### config.mk
export PLATFORM = sky130hd
export DESIGN_NAME = stack_alu
export DESIGN_NICKNAME = d
export VERILOG_FILES = /design/src/rtl/stack_alu_pkg.sv /design/src/rtl/stack_alu_core.sv /design/src/rtl/stack_alu.sv
export SDC_FILE = /design/constraint.sdc
export NUM_CORES = 1
export LEC_CHECK = 0
export ABC_CLOCK_PERIOD_IN_PS = 4860
export BUFFER_PORTS_ARGS = -buffer_cell sky130_fd_sc_hd__buf_2
export CAP_MARGIN = 20
export CORE_UTILIZATION = 45
export DETAILED_ROUTE_END_ITERATION = 8
export HOLD_SLACK_MARGIN = 0.08
export PLACE_DENSITY = 0.71
export SLEW_MARGIN = 20
export SYNTH_ARGS = -nofsm -noshare
export SYNTH_HDL_FRONTEND = slang
export SYNTH_SLANG_ARGS = --single-unit
### constraint.sdc
create_clock -name clock -period 4.86 [get_ports clock]
set_input_delay 0.243 -clock clock [delete_from_list [all_inputs] [get_ports clock]]
set_output_delay 0.243 -clock clock [all_outputs]
set_load 0.05 [all_outputs]
### src/rtl/stack_alu_pkg.sv
// Shared definitions for the stack ALU: opcode encoding, controller states,
// opcode classification masks and the bit positions inside the flags word.
// No ports; imported by stack_alu and stack_alu_core.
package stack_alu_pkg;

    typedef enum logic [3:0] {
        OP_ADD = 4'd0,
        OP_SUB = 4'd1,
        OP_AND = 4'd2,
        OP_OR  = 4'd3,
        OP_XOR = 4'd4,
        OP_SLT = 4'd5,
        OP_SHL = 4'd6,
        OP_SHR = 4'd7,
        OP_NOT = 4'd8,
        OP_NEG = 4'd9
    } alu_op_e;

    typedef enum logic [2:0] {
        ST_IDLE,
        ST_POP_A,
        ST_POP_B,
        ST_EXEC,
        ST_PUSH,
        ST_ERR
    } state_e;

    // One bit per opcode value: set for opcodes that take a single operand.
    localparam logic [15:0] UNARY_OPS = 16'h0300;
    // One bit per opcode value: set for opcodes the ALU implements.
    localparam logic [15:0] LEGAL_OPS = 16'h03FF;

    // Bit positions within flags = {N,V,C,Z}.
    localparam int FLAG_Z = 0;
    localparam int FLAG_C = 1;
    localparam int FLAG_V = 2;
    localparam int FLAG_N = 3;

endpackage

### src/rtl/stack_alu_core.sv
// Purely combinational datapath of the stack ALU.
// Ports:
//   i_op     - opcode (stack_alu_pkg::alu_op_e encoding)
//   i_l      - left operand (second word popped; unused by unary ops)
//   i_r      - right operand (first word popped)
//   o_result - operation result, modulo 2^WIDTH
//   o_flags  - {N,V,C,Z} for this result
module stack_alu_core
    import stack_alu_pkg::*;
#(
    parameter int WIDTH = 32
) (
    input  logic [3:0]       i_op,
    input  logic [WIDTH-1:0] i_l,
    input  logic [WIDTH-1:0] i_r,
    output logic [WIDTH-1:0] o_result,
    output logic [3:0]       o_flags
);

    localparam int SH_W = $clog2(WIDTH);

    logic [WIDTH:0]   w_sum;
    logic [WIDTH:0]   w_diff;
    logic [WIDTH:0]   w_neg;
    logic             w_carry;
    logic             w_ovf;
    logic             w_slt;
    logic [SH_W-1:0]  w_shamt;

    // The top bit of each extended difference is the unsigned borrow.
    assign w_sum   = {1'b0, i_l} + {1'b0, i_r};
    assign w_diff  = {1'b0, i_l} - {1'b0, i_r};
    assign w_neg   = {(WIDTH+1){1'b0}} - {1'b0, i_r};
    assign w_slt   = $signed(i_l) < $signed(i_r);
    assign w_shamt = i_r[SH_W-1:0];

    // Result selection; carry and overflow stay zero except for arithmetic.
    always_comb begin
        o_result = '0;
        w_carry  = 1'b0;
        w_ovf    = 1'b0;
        case (i_op)
            OP_ADD: begin
                o_result = w_sum[WIDTH-1:0];
                w_carry  = w_sum[WIDTH];
                w_ovf    = (i_l[WIDTH-1] == i_r[WIDTH-1]) &&
                           (w_sum[WIDTH-1] != i_l[WIDTH-1]);
            end
            OP_SUB: begin
                o_result = w_diff[WIDTH-1:0];
                w_carry  = w_diff[WIDTH];
                w_ovf    = (i_l[WIDTH-1] != i_r[WIDTH-1]) &&
                           (w_diff[WIDTH-1] != i_l[WIDTH-1]);
            end
            OP_AND: o_result = i_l & i_r;
            OP_OR:  o_result = i_l | i_r;
            OP_XOR: o_result = i_l ^ i_r;
            OP_SLT: o_result = {{(WIDTH-1){1'b0}}, w_slt};
            OP_SHL: o_result = i_l << w_shamt;
            OP_SHR: o_result = i_l >> w_shamt;
            OP_NOT: o_result = ~i_r;
            OP_NEG: begin
                // 0 - R: overflow only when R is the most negative value.
                o_result = w_neg[WIDTH-1:0];
                w_carry  = w_neg[WIDTH];
                w_ovf    = i_r[WIDTH-1] && w_neg[WIDTH-1];
            end
            default: o_result = '0;
        endcase
    end

    always_comb begin
        o_flags         = '0;
        o_flags[FLAG_Z] = (o_result == '0);
        o_flags[FLAG_C] = w_carry;
        o_flags[FLAG_V] = w_ovf;
        o_flags[FLAG_N] = o_result[WIDTH-1];
    end

endmodule

### src/rtl/stack_alu.sv
// Stack-attached ALU controller. Pops one or two operands from an external
// stack, evaluates the opcode and pushes the result back.
// Ports:
//   clock, reset_n      - clock and asynchronous active-low reset
//   op_valid / op_ready - opcode handshake (ready only while idle)
//   alu_op              - opcode, captured on accept
//   stack_top           - current top-of-stack word
//   stack_count         - current stack occupancy
//   pop / push          - one-cycle stack strobes; push_data is the result
//   done / error        - completion pulse, error marks a rejected opcode
//   flags               - {N,V,C,Z} of the last executed operation
module stack_alu
    import stack_alu_pkg::*;
#(
    parameter int WIDTH = 32,
    parameter int CNT_W = 8
) (
    input  logic             clock,
    input  logic             reset_n,
    input  logic             op_valid,
    output logic             op_ready,
    input  logic [3:0]       alu_op,
    input  logic [WIDTH-1:0] stack_top,
    input  logic [CNT_W-1:0] stack_count,
    output logic             pop,
    output logic             push,
    output logic [WIDTH-1:0] push_data,
    output logic             done,
    output logic             error,
    output logic [3:0]       flags
);

    state_e           r_state;
    state_e           w_next;
    logic [3:0]       r_opcode;
    logic [WIDTH-1:0] r_l;
    logic [WIDTH-1:0] r_r;
    logic [WIDTH-1:0] r_result;
    logic [3:0]       r_flags;
    logic [CNT_W-1:0] w_need;
    logic [WIDTH-1:0] w_core_result;
    logic [3:0]       w_core_flags;

    stack_alu_core #(.WIDTH(WIDTH)) u_core (
        .i_op     (r_opcode),
        .i_l      (r_l),
        .i_r      (r_r),
        .o_result (w_core_result),
        .o_flags  (w_core_flags)
    );

    assign w_need = UNARY_OPS[alu_op] ? CNT_W'(1) : CNT_W'(2);

    // Next-state logic. Legality and operand availability are judged once,
    // at accept, so later changes to stack_count cannot affect the operation.
    always_comb begin
        w_next = r_state;
        case (r_state)
            ST_IDLE: begin
                if (op_valid) begin
                    if (!LEGAL_OPS[alu_op] || (stack_count < w_need)) begin
                        w_next = ST_ERR;
                    end else begin
                        w_next = ST_POP_A;
                    end
                end
            end
            ST_POP_A: w_next = UNARY_OPS[r_opcode] ? ST_EXEC : ST_POP_B;
            ST_POP_B: w_next = ST_EXEC;
            ST_EXEC:  w_next = ST_PUSH;
            ST_PUSH:  w_next = ST_IDLE;
            ST_ERR:   w_next = ST_IDLE;
            default:  w_next = ST_IDLE;
        endcase
    end

    // State, operand, result and flag registers.
    always_ff @(posedge clock or negedge reset_n) begin
        if (!reset_n) begin
            r_state  <= ST_IDLE;
            r_opcode <= '0;
            r_l      <= '0;
            r_r      <= '0;
            r_result <= '0;
            r_flags  <= '0;
        end else begin
            r_state <= w_next;
            if ((r_state == ST_IDLE) && op_valid) begin
                r_opcode <= alu_op;
                r_l      <= '0;
                r_r      <= '0;
            end
            if (r_state == ST_POP_A) begin
                r_r <= stack_top;
            end
            if (r_state == ST_POP_B) begin
                r_l <= stack_top;
            end
            if (r_state == ST_EXEC) begin
                r_result <= w_core_result;
                r_flags  <= w_core_flags;
            end
        end
    end

    // Strobes decode directly from the state, so pop and push are exclusive.
    assign op_ready  = (r_state == ST_IDLE);
    assign pop       = (r_state == ST_POP_A) || (r_state == ST_POP_B);
    assign push      = (r_state == ST_PUSH);
    assign done      = (r_state == ST_PUSH) || (r_state == ST_ERR);
    assign error     = (r_state == ST_ERR);
    assign push_data = r_result;
    assign flags     = r_flags;

endmodule

==> impl_metrics.sql, run 1 <==
INSERT INTO impl_metrics (metric_group, metric, value, unit) VALUES
('sta', 'rsz0062_at_grt', 'no', ''),
('sta', 'finalHoldViolCount', '0', ''),
('sta', 'timing.final.max_slew_violations', '0', ''),
('synthesis', 'average_cell_area_after_synthesis', '7.91', 'sq um'),
('power', 'peakVddDrop', '0.000528', 'V'),
('cells_and_area', 'post_layout_nonfiller_instances', '2382', ''),
('synthesis', 'yosys-top-cells-count', '166 x sky130_fd_sc_hd__nand2_1, 147 x sky130_fd_sc_hd__nor2_1, 122 x sky130_fd_sc_hd__a21oi_1', ''),
('cells_and_area', 'fillerInstances', '3163', ''),
('run', 'cap_violations', '0', ''),
('floorplan', 'num_io_pins', '88', ''),
('clocking', 'clock_latency', '0.40', 'ns'),
('routing', 'dr.pass1.iters', '6', ''),
('synthesis', 'synthesis.area', '14600', 'sq um'),
('setup_path', 'slack_of_the_worst_reg_to_reg_path', '0.41', 'ns'),
('clocking', 'numCtsBuffers', '9', ''),
('synthesis', 'synth.largest_area_cell', 'sky130_fd_sc_hd__dfrtp_1', ''),
('sta', 'timing.slew.headroom', '28.6', '%'),
('clocking', 'cell_at_the_root_of_the_clock_tree', 'sky130_fd_sc_hd__clkbuf_16', ''),
('clocking', 'clock_slew_seen_by_the_registers_of_the_worst_setup_and_hold_paths', '0.08', 'ns'),
('synthesis', 'asyncSetResetFlopFracSynth', '100', '%'),
('global_route', 'grtUsageTotal', '43.1', '%'),
('floorplan', 'die_span_x', '182', 'um'),
('floorplan', 'fp.dieArea', '33300', 'sq um'),
('floorplan', 'chipHeight', '182', 'um'),
('global_route', 'grt_pass1_wl', '104', 'mm'),
('setup_path', 'setup.worst_path.class', 'register to register', ''),
('routing', 'drt_first_iter_violations', '2694', ''),
('floorplan', 'placeable_core_region', '31800', 'sq um'),
('global_route', 'grt_pass1_vias', '15400', ''),
('setup_path', 'crit_path_capture_type', 'register', ''),
('clocking', 'clock_sinks', '106', ''),
('routing', 'detail_route.wl_per_cell', '30.3', 'um'),
('placement', 'gpl.final_weighted_congestion', '1.08', ''),
('global_route', 'grt_remaining_overflow', '0', ''),
('clocking', 'cts_max_path_buffers', '2', ''),
('global_route', 'grt_antenna_before_repair', '1', ''),
('cells_and_area', 'area_growth', '12.2', '%'),
('routing', 'total_via_count_after_detailed_routing', '16800', ''),
('floorplan', 'core.rowCount', '65', ''),
('power', 'cellLeakagePower', '6.73', 'nW'),
('synthesis', 'yosysMostFrequentCell', 'sky130_fd_sc_hd__nand2_1', ''),
('hold_path', 'hold_path_class', 'input port to register', ''),
('setup_path', 'worstSetupStartpointType', 'register', ''),
('clocking', 'htreeDepth', '3', ''),
('setup_path', 'worst_ep_required_time', '5.19', 'ns'),
('sta', 'max_slew.worst_pin.slew', '1.06', 'ns'),
('power', 'post-layout-total-power', '14.5', 'mW'),
('sta', 'fmaxAchievable', '224', 'MHz'),
('synthesis', 'number_of_synthesis_warnings', '0', ''),
('routing', 'vias_per_cell', '7.04', ''),
('synthesis', 'mappedNetlistNets', '2005', ''),
('global_route', 'grt_max_degree', '65', ''),
('placement', 'dp_hpwl', '57.2', 'mm'),
('routing', 'remaining_drc_errors', '0', ''),
('sta', 'timing.hold.ws', '0.0786', 'ns'),
('cells_and_area', 'fraction_of_final_layout_cells_sized_beyond_drive_strength_1', '18.3', '%'),
('sta', 'period_minus_slack', '4.45', 'ns'),
('sta', 'min_period_over_period', '91.7', '%'),
('cells_and_area', 'antennaDiodeCount', '0', ''),
('routing', 'antenna_violating_nets_post_route', '0', ''),
('outcome', 'outcome', 'finished, final reports clean', ''),
('cells_and_area', 'fin_nets', '2095', ''),
('synthesis', 'synth-main-ff-cell', 'sky130_fd_sc_hd__dfrtp_1', ''),
('routing', 'wl', '72.2', 'mm'),
('floorplan', 'start_util', '46.1', '%'),
('synthesis', 'synth_seq_area_share', '18.1', '%'),
('sta', 'fin_skew', '0.0121', 'ns'),
('setup_path', 'cp.arrival', '4.79', 'ns'),
('placement', 'placed_cells_incl_taps', '2349', ''),
('sta', 'final_setup_tns', '0', 'ns'),
('synthesis', 'synth_largest_type_area_fraction', '18.1', '%'),
('synthesis', 'synth_cells', '1852', ''),
('power', 'power_per_cell_area', '881', 'nW/um^2'),
('placement', 'portBuffers', '87', ''),
('clocking', 'cts_tree', 'yes', ''),
('synthesis', 'ys_top_cells_by_area', 'sky130_fd_sc_hd__dfrtp_1 18%, sky130_fd_sc_hd__ha_1 8.9%, sky130_fd_sc_hd__mux4_2 5.8%', ''),
('synthesis', 'synth_edf_count', '0', ''),
('synthesis', 'synth.distinct_cells', '101', ''),
('synthesis', 'synth_seq_cells', '106', ''),
('setup_path', 'crit_path_max_fanout', '14', ''),
('sta', 'setup-violations-final', '0', '');
where the power goes:
group | switching (mW) | leakage [nW] | internal (mW)
Combinational | 7.74 | 5.22 | 4.07
Sequential | 0.648 | 1.36 | 1.24
Clock | 0.414 | 0.148 | 0.374
Total | 8.80 | 6.73 | 5.68
layout by cell type (no fill, tap or decap), types with 39 or more instances in the layout:
| cell | instances |
|---|---|
| sky130_fd_sc_hd__a21oi_1 | 122 |
| sky130_fd_sc_hd__a22o_1 | 69 |
| sky130_fd_sc_hd__buf_2 | 86 |
| sky130_fd_sc_hd__buf_4 | 129 |
| sky130_fd_sc_hd__dfrtp_1 | 103 |
| sky130_fd_sc_hd__ha_1 | 104 |
| sky130_fd_sc_hd__inv_1 | 100 |
| sky130_fd_sc_hd__mux2i_1 | 45 |
| sky130_fd_sc_hd__nand2_1 | 166 |
| sky130_fd_sc_hd__nand3_1 | 39 |
| sky130_fd_sc_hd__nor2_1 | 144 |
| sky130_fd_sc_hd__nor3_1 | 39 |
| sky130_fd_sc_hd__o21ai_0 | 102 |
| sky130_fd_sc_hd__xnor2_1 | 39 |
kinds of logic (layout without fill, tap and decap cells):
logic type | Yosys count | after routing | synth area share [%]
AOI/OAI and AO/OA | 635 | 635 | 30.7
and+or+nand+nor | 589 | 589 | 20.0
buffers and inverters | 259 | 354 | 7.76
muxes | 116 | 116 | 11.8
adders and majority gates | 106 | 106 | 9.16
DFF | 106 | 106 | 18.1
xor gates and xnor gates | 41 | 41 | 2.45
repair_timing:
action                     in CTS  in global routing
resized for setup               0                  1
setup buffers                   0                  0
setup endpoints to repair       0                  1
hold buffers                   17                  0
hold endpoints to repair       84                  0
area by class of cell:
cell class / count / area, sq um / area share [%]
repair buffers: 236 / 1650 / 10.0
well taps: 435 / 544 / 3.31
flip-flops and latches: 106 / 2660 / 16.2
clock inverters: 6 / 53.8 / 0.327
clock buffers: 10 / 239 / 1.45
inverters: 102 / 383 / 2.33
multi-input cells: 1487 / 10900 / 66.4
routing by layer:
metal / track usage (%) / share of wire (%) / vias to the layer above
met2: 61.1 / 41 / 1241
met4: 19.1 / 4.5 / 0
met3: 10.7 / 12 / 187
met1: 61.2 / 43 / 8146
li1: - / - / 7187
met5: 0 / 0 / -
final timing paths:
path                          startpoint       endpoint  cells past startpoint
setup reg to reg                  r_r[1]       flags[0]                     13
setup / recovery                  r_r[1]       flags[0]                     13
max in group asynchronous        reset_n         r_r[2]                      3
hold / removal             stack_top[24]        r_r[24]                      2
min in group asynchronous        reset_n   push_data[6]                      2
hold reg to reg            push_data[11]  push_data[11]                      2
flip-flops by register name, summed over array words and instances (netlist names):
register / cells
r_opcode: 4
r_l: 32
r_state: 3
flags: 3
r_r: 32
push_data: 32
through the flow:
step / setup WS (ns) / utilization (%) / area [sq um]
6_report: 0.406 / 51.7 / 16400
5_1_grt: 0.161 / 51.7 / 16400
4_1_cts: 0.339 / 51.7 / 16400
3_5_place_dp: 0.372 / 50.2 / 16000
3_3_place_gp: 0.348 / 50.2 / 16000
2_1_floorplan: 0.854 / - / 14600
worst max-delay path: stages, from the launching register on:
cell                        delay, ns
sky130_fd_sc_hd__dfrtp_4         0.60
sky130_fd_sc_hd__inv_2           0.28
sky130_fd_sc_hd__ha_1            0.32
sky130_fd_sc_hd__o21ba_1         0.30
sky130_fd_sc_hd__a2111o_1        0.53
sky130_fd_sc_hd__a21oi_1         0.27
sky130_fd_sc_hd__o311ai_1        0.25
sky130_fd_sc_hd__and2_1          0.23
sky130_fd_sc_hd__a221o_1         0.36
sky130_fd_sc_hd__a2111oi_2       0.49
sky130_fd_sc_hd__o2111ai_1       0.23
sky130_fd_sc_hd__nor4b_2         0.26
sky130_fd_sc_hd__nand3b_1        0.13
sky130_fd_sc_hd__o21ai_1         0.14
(Power assumes the default switching activity.)
==> run 2, diff against run 1 <==
--- a/config.mk
+++ b/config.mk
@@ -6,7 +6,7 @@
 export NUM_CORES = 1
 export LEC_CHECK = 0
 export ABC_CLOCK_PERIOD_IN_PS = 4860
-export BUFFER_PORTS_ARGS = -buffer_cell sky130_fd_sc_hd__buf_2
+export BUFFER_PORTS_ARGS = -buffer_cell sky130_fd_sc_hd__buf_4
 export CAP_MARGIN = 20
 export CORE_UTILIZATION = 45
 export DETAILED_ROUTE_END_ITERATION = 8
==> run 2 against run 1 <==
Combinational power about the same. Hold slack improved by 0.0098 ns. Sequential cell count unchanged. Clock power decreased by 3.2%. Non-clock buffer count increased by 6. Critical path type unchanged. Sequential power increased by 4%. Fmax decreased by 4.0%. Design area increased by 1.7%. Wire length decreased by 4.5%. Largest cell class unchanged.
==> impl_metrics.sql, run 2 (synthesis gave the netlist of run 1 again) <==
INSERT INTO impl_metrics (metric_group, metric, value, unit) VALUES
('global_route', 'grt_pass1_wl', '103', 'mm'),
('global_route', 'grt_pass1_vias', '15500', ''),
('clocking', 'clock_latency', '0.40', 'ns'),
('routing', 'dr.pass1.iters', '6', ''),
('cells_and_area', 'flip_flop_and_latch_area', '2660', 'sq um'),
('setup_path', 'crit_path_max_fanout', '23', ''),
('setup_path', 'critical_path.top_delay_family', 'simple AND/OR/NAND/NOR gates', ''),
('floorplan', 'core.rowCount', '65', ''),
('floorplan', 'start_util', '46.1', '%'),
('cells_and_area', 'antennaDiodeCount', '0', ''),
('setup_path', 'worst-path-stages', '14', ''),
('setup_path', 'worst-path-buf-inv', '3', ''),
('clocking', 'post_cts_hold_buffer_count', '29', ''),
('sta', 'finalHoldViolCount', '0', ''),
('setup_path', 'cp.arrival', '4.96', 'ns'),
('routing', 'total_via_count_after_detailed_routing', '16900', ''),
('floorplan', 'num_io_pins', '88', ''),
('global_route', 'grt_max_degree', '62', ''),
('global_route', 'grt_antenna_before_repair', '0', ''),
('placement', 'dpl-instance-area', '16100', 'sq um'),
('global_route', 'grtUsageTotal', '41.6', '%'),
('hold_path', 'hold_path_depth', '2', ''),
('sta', 'rsz0062_at_grt', 'no', ''),
('clocking', 'post-cts-setup-buffers', '0', ''),
('placement', 'placed_cells_incl_taps', '2343', ''),
('clocking', 'clock_slew_seen_by_the_registers_of_the_worst_setup_and_hold_paths', '0.08', 'ns'),
('hold_path', 'hold_path_class', 'input port to register', ''),
('sta', 'setup-violations-final', '0', ''),
('setup_path', 'critPathSlowestCell', 'sky130_fd_sc_hd__dfrtp_1', ''),
('cells_and_area', 'fillerInstances', '3082', ''),
('setup_path', 'cp_common_cell', 'sky130_fd_sc_hd__buf_4', ''),
('sta', 'max_slew.worst_pin.slew', '1.24', 'ns'),
('placement', 'portBuffers', '87', ''),
('cells_and_area', 'post_layout_nonfiller_instances', '2388', ''),
('sta', 'min_period_over_period', '95.4', '%'),
('sta', 'period_minus_slack', '4.64', 'ns'),
('placement', 'gpl.final_weighted_congestion', '1.08', ''),
('floorplan', 'die_span_x', '182', 'um'),
('clocking', 'cts_tree', 'yes', ''),
('cells_and_area', 'multiInputGateArea', '10900', 'sq um'),
('setup_path', 'crit_path_cell_trace', 'buf_4 -> nand2b_1 -> nor2_2 -> a211oi_1 -> o2111ai_1 -> nor4_1 -> buf_4 -> nand4_1 -> nor4_1 -> buf_4 -> nand4_1 -> nor4b_2 -> nand3b_1 -> o21ai_1', ''),
('sta', 'fin_skew', '0.00976', 'ns'),
('floorplan', 'chipHeight', '182', 'um'),
('cells_and_area', 'mostFrequentLayoutCell', 'sky130_fd_sc_hd__buf_4', ''),
('routing', 'vias_per_cell', '7.07', ''),
('cells_and_area', 'finish.instance_area', '16700', 'sq um'),
('sta', 'fmaxAchievable', '216', 'MHz'),
('placement', 'worst_slack_placed', '0.410', 'ns'),
('setup_path', 'crit_path_capture_type', 'register', ''),
('routing', 'detail_route.wl_per_cell', '28.9', 'um'),
('routing', 'drt_first_iter_violations', '2697', ''),
('floorplan', 'fp.dieArea', '33300', 'sq um'),
('clocking', 'cts_max_path_buffers', '2', ''),
('sta', 'timing.final.max_slew_violations', '0', ''),
('floorplan', 'placeable_core_region', '31800', 'sq um'),
('cells_and_area', 'final_cell_mix', '209 x sky130_fd_sc_hd__buf_4, 166 x sky130_fd_sc_hd__nand2_1, 144 x sky130_fd_sc_hd__nor2_1', ''),
('setup_path', 'setup.worst_path.class', 'register to register', ''),
('power', 'peakVddDrop', '0.000424', 'V'),
('setup_path', 'worstRegToRegCells', '14', ''),
('cells_and_area', 'fraction_of_final_layout_cells_sized_beyond_drive_strength_1', '17.9', '%'),
('routing', 'remaining_drc_errors', '0', ''),
('power', 'cellLeakagePower', '6.80', 'nW'),
('setup_path', 'worstSetupStartpointType', 'register', ''),
('run', 'cap_violations', '0', ''),
('clocking', 'clock_sinks', '106', ''),
('clocking', 'htreeDepth', '3', ''),
('setup_path', 'worst_ep_required_time', '5.18', 'ns'),
('outcome', 'outcome', 'finished, final reports clean', ''),
('clocking', 'numCtsBuffers', '9', ''),
('sta', 'final_setup_tns', '0', 'ns'),
('setup_path', 'worst_path_largest_cell_delay', '0.93', 'ns'),
('power', 'power_per_cell_area', '863', 'nW/um^2'),
('sta', 'timing.hold.ws', '0.0884', 'ns'),
('cells_and_area', 'fin_nets', '2101', ''),
('sta', 'postLayoutSetupSlackWorst', '0.222', 'ns'),
('routing', 'antenna_violating_nets_post_route', '0', ''),
('placement', 'dp_hpwl', '53.9', 'mm'),
('routing', 'wl', '68.9', 'mm'),
('cells_and_area', 'area_growth', '14.1', '%'),
('global_route', 'grt_remaining_overflow', '0', ''),
('clocking', 'post_cts_resized', '0', ''),
('sta', 'timing.slew.headroom', '17.4', '%'),
('clocking', 'cell_at_the_root_of_the_clock_tree', 'sky130_fd_sc_hd__clkbuf_16', '');
==> run 2: path summary, 6_finish.rpt <==
path	startpoint	to	slack, ns
hold reg to reg	push_data[9]	push_data[9]	0.48
hold / removal	alu_op[1]	r_opcode[1]	0.09
min in group asynchronous	reset_n	push_data[1]	0.44
setup / recovery	r_opcode[1]	flags[0]	0.22
setup reg to reg	r_opcode[1]	flags[0]	0.22
max in group asynchronous	reset_n	r_r[1]	3.21
==> run 2: layer usage <==
metal	global-route usage (%)	wire [um]	vias to the layer above
li1	-	-	7185
met1	58.9	28700	8239
met2	58.7	28100	1266
met3	11.3	8990	186
met4	18.3	3150	0
met5	0	0	-
==> run 2: layout make-up <==
cell class              count  share of cell area, %
multi-input cells        1487                   65.2
flip-flops and latches    106                   15.9
repair buffers            242                   11.6
well taps                 435                   3.26
inverters                 102                   2.29
clock buffers              10                   1.43
clock inverters             6                  0.284
==> run 2: per-stage QoR <==
stage / utilization (%) / power [mW]
final: 52.6 / 14.4
after global routing: 52.6 / 15.1
after CTS: 52.6 / 13.9
after detailed placement: 50.7 / 13.0
after global placement: 50.7 / 13.0
after floorplan: - / 9.06
==> run 2: where the power goes <==
part / internal (mW) / switching, mW
clock: 0.367 / 0.396
combinational: 4.19 / 7.53
sequential: 1.24 / 0.710
total: 5.79 / 8.64
